[src/rtl/grid_sweep_ctrl.sv]
// grid_sweep_ctrl: owns the paper grid, streams it in row by row, then commits
// the external sweep datapath result each cycle until a sweep removes nothing.
module grid_sweep_ctrl #(
    parameter int WIDTH      = 16,
    parameter int DEPTH      = 16,
    parameter int MAX_SWEEPS = 256,
    localparam int CW        = $clog2(WIDTH*DEPTH+1),
    localparam int SW        = $clog2(MAX_SWEEPS+1)
) (
    input  logic                   clk,
    input  logic                   rst_n,
    input  logic                   start,
    input  logic                   row_valid,
    input  logic [WIDTH-1:0]       row_data,
    output logic                   row_ready,
    output logic [WIDTH*DEPTH-1:0] dp_grid,
    input  logic [WIDTH*DEPTH-1:0] dp_grid_next,
    input  logic [CW-1:0]          dp_removed,
    input  logic                   dp_any,
    output logic                   busy,
    output logic                   done,
    output logic [CW-1:0]          first_count,
    output logic [CW-1:0]          total_count,
    output logic [SW-1:0]          sweeps,
    output logic                   timeout
);

    localparam int RW = (DEPTH > 1) ? $clog2(DEPTH) : 1;

    typedef enum logic [1:0] {IDLE, LOAD, SWEEP, DONE} state_t;

    state_t                   state, state_next;
    logic [WIDTH*DEPTH-1:0]   grid;
    logic [RW-1:0]            row_idx;
    logic [SW-1:0]            sweeps_inc;
    logic                     accept_start;
    logic                     load_row;
    logic                     commit;
    logic                     budget_hit;
    logic                     enter_done;

    assign dp_grid    = grid;
    assign sweeps_inc = sweeps + 1'b1;
    assign budget_hit = (sweeps_inc == SW'(MAX_SWEEPS));

    always_ff @(posedge clk or negedge rst_n) begin
        if (!rst_n) begin
            state <= IDLE;
        end else begin
            state <= state_next;
        end
    end

    always_comb begin
        state_next   = state;
        row_ready    = 1'b0;
        busy         = 1'b0;
        accept_start = 1'b0;
        load_row     = 1'b0;
        commit       = 1'b0;
        enter_done   = 1'b0;
        case (state)
            IDLE: begin
                if (start) begin
                    accept_start = 1'b1;
                    state_next   = LOAD;
                end
            end
            LOAD: begin
                row_ready = 1'b1;
                busy      = 1'b1;
                if (row_valid) begin
                    load_row = 1'b1;
                    if (row_idx == RW'(DEPTH-1)) begin
                        state_next = SWEEP;
                    end
                end
            end
            SWEEP: begin
                busy = 1'b1;
                // dp_any alone decides control; dp_removed is only accumulated
                if (dp_any) begin
                    commit = 1'b1;
                    if (budget_hit) begin
                        enter_done = 1'b1;
                        state_next = DONE;
                    end
                end else begin
                    enter_done = 1'b1;
                    state_next = DONE;
                end
            end
            DONE: begin
                state_next = IDLE;
            end
            default: begin
                state_next = IDLE;
            end
        endcase
    end

    always_ff @(posedge clk or negedge rst_n) begin
        if (!rst_n) begin
            grid        <= '0;
            row_idx     <= '0;
            first_count <= '0;
            total_count <= '0;
            sweeps      <= '0;
            timeout     <= 1'b0;
            done        <= 1'b0;
        end else begin
            done <= enter_done;
            if (accept_start) begin
                grid        <= '0;
                row_idx     <= '0;
                first_count <= '0;
                total_count <= '0;
                sweeps      <= '0;
                timeout     <= 1'b0;
            end
            if (load_row) begin
                grid[int'(row_idx)*WIDTH +: WIDTH] <= row_data;
                row_idx                            <= row_idx + 1'b1;
            end
            if (commit) begin
                grid        <= dp_grid_next;
                total_count <= total_count + dp_removed;
                sweeps      <= sweeps_inc;
                if (sweeps == '0) begin
                    first_count <= dp_removed;
                end
                if (budget_hit) begin
                    timeout <= 1'b1;
                end
            end
        end
    end

endmodule

[config.mk]
export PLATFORM = sky130hd
export DESIGN_NAME = grid_sweep_ctrl
export DESIGN_NICKNAME = d
export VERILOG_FILES = /design/src/rtl/grid_sweep_ctrl.sv
export SDC_FILE = /design/constraint.sdc
export NUM_CORES = 1
export LEC_CHECK = 0
export BUFFER_PORTS_ARGS = -buffer_cell sky130_fd_sc_hd__buf_2
export CELL_PAD_IN_SITES_DETAIL_PLACEMENT = 2
export CELL_PAD_IN_SITES_GLOBAL_PLACEMENT = 2
export CORE_MARGIN = 5
export CORE_UTILIZATION = 28
export CTS_CLUSTER_SIZE = 24
export DETAILED_ROUTE_END_ITERATION = 16
export GPL_ROUTABILITY_DRIVEN = 0
export MAX_ROUTING_LAYER = met4
export PLACE_DENSITY_LB_ADDON = 0.15
export SETUP_SLACK_MARGIN = 0.1
export SLEW_MARGIN = 20
export SYNTH_ARGS = -nofsm -noshare
export SYNTH_HDL_FRONTEND = slang
export SYNTH_SLANG_ARGS = --single-unit
[constraint.sdc]
create_clock -name clk -period 2.95 [get_ports clk]
set_input_delay 0.7375 -clock clk [delete_from_list [all_inputs] [get_ports clk]]
set_output_delay 0.7375 -clock clk [all_outputs]
set_load 0.05 [all_outputs]
==> results of run 1 <==
-- repair_timing --
item                       CTS  global route
pin swaps                    1             0
setup endpoints to repair   39            26
hold endpoints to repair     0             0
buffers inserted             2             0
gates resized for setup      2             5
-- synthesized netlist by cell type (4+ instances only) --
master    number
dfrtp_1      291
nor2_1       133
buf_2         17
ha_1          17
clkbuf_1      66
buf_1         13
a21o_1         4
inv_1          9
nand3_1       95
nand2b_1       7
a221o_1      125
a31oi_1       17
a22oi_1       39
xnor2_1        5
nand4_1        4
nor2b_1       10
o21ai_0       52
nand3b_1       8
nand2_1      248
and3_1        23
nor3_1         8
o211ai_1      70
a21oi_1       19
-- cell families after synthesis --
kind of cell    count (synthesis)  share of synthesized area
buf+inv                       105                     0.0313
simple gates                  561                      0.190
fa+ha+maj                      18                     0.0176
flops                         291                      0.549
xor+xnor                        7                    0.00462
mux                             2                    0.00160
compound gates                345                      0.206
-- area by class of cell --
| class | instances | area (um2) | share of cell area |
|---|---|---|---|
| inverters | 9 | 33.8 | 0.00183 |
| multi-input cells | 933 | 5620 | 0.305 |
| well taps | 607 | 759 | 0.0413 |
| clock buffers | 59 | 1150 | 0.0625 |
| repair buffers | 631 | 3420 | 0.186 |
| clock inverters | 6 | 58.8 | 0.00319 |
| flip-flops and latches | 291 | 7280 | 0.396 |
| diodes | 35 | 87.6 | 0.00476 |
-- critical path, cell delays in order, from the launching register on --
cell	delay, ns
dfrtp_2	0.49
inv_1	0.12
ha_2	0.40
buf_4	0.19
nand3_1	0.19
nor4_4	0.32
buf_4	0.20
a21oi_1	0.08
buf_4	0.23
a221o_1	0.36
-- registers in the layout, summed over array words and instances (netlist names) --
signal,flops
done,1
first_count,9
state,2
total_count,9
row_idx,4
dp_grid,256
sweeps,9
timeout,1
-- power by group through the flow --
stage | Sequential (mW) | Combinational, mW | Clock [mW]
after floorplan | 11.8 | 3.92 | 0
after global placement | 6.60 | 13.4 | 0
after detailed placement | 6.61 | 13.7 | 0
after CTS | 6.62 | 13.7 | 4.74
after global routing | 6.79 | 14.3 | 4.89
final | 6.63 | 13.6 | 4.63
-- stage by stage --
| stage | util | power, mW | hold WS, ns | worst slack [ns] | instance area [um2] |
|---|---|---|---|---|---|
| after floorplan | - | 15.7 | 0.442 | 0.238 | 13300 |
| after global placement | 0.366 | 20.0 | 0.464 | 0.118 | 17100 |
| after detailed placement | 0.366 | 20.3 | 0.483 | 0.0547 | 17100 |
| after CTS | 0.393 | 25.1 | 0.208 | 0.195 | 18300 |
| after global routing | 0.395 | 26.0 | 0.228 | 0.118 | 18400 |
| final | 0.395 | 24.9 | 0.187 | 0.218 | 18400 |
-- layer usage --
metal	track usage	wire, um	vias to the layer above
met3	0.0699	4760	115
met5	-	0	-
met2	0.428	35300	421
met1	0.336	29300	7143
met4	0.111	2420	0
li1	-	-	6082
-- final timing paths --
path                                            endpoint  slack (ns)  depth (start not counted)
worst max-delay path               dp_grid[98]$_DFF_PN0_        0.22                          9
worst min-delay path               dp_grid[39]$_DFF_PN0_        0.19                          1
worst max register to register     dp_grid[98]$_DFF_PN0_        0.22                          9
worst min register to register  first_count[6]$_DFF_PN0_        0.49                          2
max in group asynchronous          dp_grid[58]$_DFF_PN0_        1.96                          2
min in group clk                  dp_grid[251]$_DFF_PN0_        0.39                          3
==> qor.txt, run 1 <==
TritonCTS clock tree: yes
Cells after Synth: 1329
GRT overflow: 0
Slew Limit Fails: 0
WS Path Type: flop to flop
Synth top area share: 0.549
Die footprint: 51800 um2
CP startpoint: row_idx[0]$_DFFE_PN0P_
Least-Margin Pin Slew: 0.933 ns
Initial Utilization: 0.284
Outcome: completed
Crit end category: flop
Share of cells above drive strength 1: 0.368
Tot GR Track Use: 0.272
Sequential share of the synthesized area: 0.549
Clock period minus worst slack: 2.73 ns
Final net count: 2207
Rows: 79
Die X: 228 um
Seq pwr share: 0.267
Synth warn: 0
Avg Cell Area, Syn: 9.98 um2
CTS Hold Buffers Added: 0
Die Ht: 228 um
Pre-antenna DRT Iters: 5
Critical path arrival: 3.16 ns
Finished Layout Cells: 2571
Static leakage: 9.19 nW
Final setup viols: 0
Setup crit start kind: flop
Core box area: 46700 um2
Critical Path RT: 3.37 ns
DP Wirelength: 53200 um
TNS Setup: 0 ns
Initial antenna violation count: 35
Final worst-path cycle share: 0.926
Skew final: 0.0244 ns
First-pass GRT wire length: 102000 um
Ports: 573
Switching pwr: 13.2 mW
Synthesis-to-finish area growth: 38.8%
Initial DRC count: 919
Clock power share: 0.186
Critical R2R Launch: row_idx[0]$_DFFE_PN0P_
Asr flop ratio synth: 1.00
TritonCTS buffer count: 37
Fmax: 366 MHz
Cell variety after synth: 57
Internal power: 11.7 mW
Routed WL: 71700 um
Post-synthesis register bit count: 291
CTS Buffer Depth: 3
Hold Vio Cnt, Final: 0
Ys flop type: dfrtp_1
Crit-path max FO: 15
Worst vdd ir: 0.000538 V
Top cells by area, synth: dfrtp_1 (55%), a221o_1 (9.4%), nand2_1 (7.0%)
Vias/cell: 5.35
DRT antenna net count: 0
Worst-skew pair later-pin latency: 0.56 ns
Placed Cells: 2469
Min-Delay Path Class: input pin to asynchronous set/reset pin
Vias in the first global route: 15100
EDFF count, synth: 0
Clock root buffer: clkbuf_16
Post-Syn Nets: 1633
CTS sink count: 291
P per Cell Area: 1350 nW/um2
Unrepaired setup endpoints after global routing: false
Clk slew on worst S/H paths: 0.06 ns
Most common cell after layout, fill and taps aside: buf_2
Mapped Area: 13300 um2
Largest net degree at the start of global routing: 84
Most frequent cells in the layout: buf_2 (571), dfrtp_1 (290), nand2_1 (246)
MaxCap Viol Count: 0
CTS H-tree lvls: 2
Post-DR wirelength/cell: 27.9 um
Net Sw Frac: 0.531
# fillers: 5194
Yosys top cell by area: dfrtp_1
Vias: 13800
Comb pwr share: 0.547
# DRC: 0
Slew margin rel.: 0.378
I/O Buffers: 572
No activity file was read; power rests on OpenSTA's default activity.
==> run 2, diff against run 1 <==
--- a/config.mk
+++ b/config.mk
@@ -15,2 +15,3 @@
 export GPL_ROUTABILITY_DRIVEN = 0
+export GPL_TIMING_DRIVEN = 0
 export MAX_ROUTING_LAYER = met4
@@ -18,3 +19,2 @@
 export SETUP_SLACK_MARGIN = 0.1
-export SLEW_MARGIN = 20
 export SYNTH_ARGS = -nofsm -noshare
==> constraint.sdc (replaced) <==
create_clock -name clk -period 2.95 [get_ports clk]
set_input_delay 0.295 -clock clk [delete_from_list [all_inputs] [get_ports clk]]
set_output_delay 0.295 -clock clk [all_outputs]
set_load 0.05 [all_outputs]
==> run 2 against run 1 <==
Compared with the run above: via count grew 12%; die area is the same; clock power grew 2%; largest power group unchanged; cell area grew 13%; highest routed layer unchanged; non-clock buffer count grew 277.
==> qor.txt, run 2 (synthesized netlist as in run 1, its figures left out) <==
Share of cells above drive strength 1: 0.342
Die Ht: 228 um
Largest net degree at the start of global routing: 112
Die X: 228 um
Core box area: 46700 um2
Placed Cells: 2509
CTS sink count: 291
Critical R2R Launch: row_idx[0]$_DFFE_PN0P_
Crit end category: flop
Critical-path top delay cell: dfrtp_2
MaxCap Viol Count: 0
Vias: 15400
Outcome: completed
Worst path bufs/invs: 6
Worst-skew pair later-pin latency: 0.55 ns
Clk slew on worst S/H paths: 0.06 ns
Hold path start: dp_grid_next[194]
Critical path arrival: 3.25 ns
Seq pwr share: 0.260
Initial DRC count: 862
Setup crit start kind: flop
Rows: 79
Least-Margin Pin Slew: 0.813 ns
Fmax: 361 MHz
Clock period minus worst slack: 2.77 ns
GRT overflow: 0
Unrepaired setup endpoints after global routing: true
Met2 wire length: 41600 um
Vias in the first global route: 17400
Routed WL: 82500 um
TritonCTS clock tree: yes
Reg-to-Reg End: dp_grid[157]$_DFF_PN0_
Final net count: 2484
Min-Delay Path Class: input pin to flop
CP cell instances: clkbuf_8 -> inv_1 -> ha_1 -> nor3b_4 -> buf_4 -> nor3_4 -> buf_4 -> buf_4 -> a21oi_2 -> buf_2 -> a221o_1
Synthesis-to-finish area growth: 57.5%
Clock root buffer: clkbuf_16
I/O Buffers: 571
CTS H-tree lvls: 2
Most common cell after layout, fill and taps aside: buf_2
# DRC: 0
Max reg flops: 256
Final worst-path cycle share: 0.940
CP startpoint: row_idx[0]$_DFFE_PN0P_
Slew margin rel.: 0.444
First-pass GRT wire length: 117000 um
Fin util: 0.448
Switching pwr: 13.9 mW
Finished Layout Cells: 2834
DP Wirelength: 57000 um
Initial antenna violation count: 22
Crit-path max FO: 10
Hold Vio Cnt, Final: 0
Pre-antenna DRT Iters: 5
Critical Path RT: 3.43 ns
Top cell family by delay on the critical path: buffers and inverters
Internal power: 12.0 mW
Worst vdd ir: 0.000696 V
Met1 wire length: 32500 um
Static leakage: 10.3 nW
Final setup viols: 0
WS Path Type: flop to flop
Most frequent cells in the layout: buf_2 (591), dfrtp_1 (290), nand2_1 (242)
Setup slack, reg-to-reg: 0.18 ns
Net Sw Frac: 0.536
TritonCTS buffer count: 37
Crit path to: dp_grid[157]$_DFF_PN0_
P per Cell Area: 1240 nW/um2
CTS Buffer Depth: 3
Tot GR Track Use: 0.313
Top routing layer in use: met4
Worst path max stage delay: 0.43 ns
Slew Limit Fails: 0
Post-DR wirelength/cell: 29.1 um
Skew final: 0.0122 ns
Comb pwr share: 0.557
Initial Utilization: 0.284
Metal3 WL: 4900 um
Clock power share: 0.183
Die footprint: 51800 um2
Stages on the worst setup path: 11
Worst reg2reg path depth: 11
# fillers: 5012
Most used cell, CP: buf_4
Vias/cell: 5.44
Ports: 573
DRT antenna net count: 0
## run 2: changes by cell type in the layout (fill, tap and decap cells not counted), sizes merged
cell         previous run  this run
dlygate4sd3             0       224
diode                  35        23
bufinv                  1         2
clkbuf                 59       127
buf                   631       615
clkinv                  4         2
## run 2: routing by layer
layer | track usage | up-vias
met1 | 0.367 | 8007
li1 | - | 6622
met2 | 0.529 | 617
met5 | - | -
met4 | 0.125 | 0
met3 | 0.0624 | 176
## run 2: how the worst min path moves through the flow
stage                                       to  slack [ns]  cells past startpoint
floorplan                       done$_DFF_PN0_     -0.0006                      0
global placement    total_count[8]$_DFFE_PN0P_        0.46                      1
detailed placement       dp_grid[39]$_DFF_PN0_        0.39                      1
CTS                     dp_grid[165]$_DFF_PN0_      0.0003                      3
global route             dp_grid[68]$_DFF_PN0_        0.02                      2
finish                  dp_grid[194]$_DFF_PN0_        0.02                      2
## run 2: metrics by stage
stage                     total power [mW]  hold slack [ns]  instance area [um2]  TNS (ns)  worst slack [ns]
after floorplan                       15.7        -0.000591                13300         0             0.238
after global placement                19.9            0.461                16900  -1390.60             -4.53
after detailed placement              20.2            0.385                16900   -103.32            -0.702
after CTS                             25.5         0.000313                20700         0             0.100
after global routing                  26.9           0.0151                20900         0            0.0733
final                                 25.9           0.0197                20900         0             0.178
## run 2: final cells by class
type	instances	area (um2)	area share
sequential	291	7280	0.349
multi-input combinational	933	5720	0.274
timing repair buffer	812	5280	0.253
clock buffer	58	1150	0.0549
tap	607	759	0.0364
buffer	96	522	0.0250
clock inverter	5	78.8	0.00377
antenna	23	57.6	0.00276
inverter	9	33.8	0.00162
## run 2: power by group through the flow
stage,logic (mW),registers (mW),clock network [mW]
5_1_grt,15.1,6.83,4.98
3_3_place_gp,13.4,6.56,0
3_5_place_dp,13.6,6.59,0
4_1_cts,14.1,6.59,4.78
6_report,14.4,6.71,4.74
2_1_floorplan,3.92,11.8,0
## run 2: timing repair
item	4_1_cts	5_1_grt
pin swaps	4	2
gates cloned	0	0
gates resized for setup	94	40
endpoints found under the hold margin	308	0
setup buffers	9	6
hold buffers	224	0
endpoints found under the setup margin	268	249
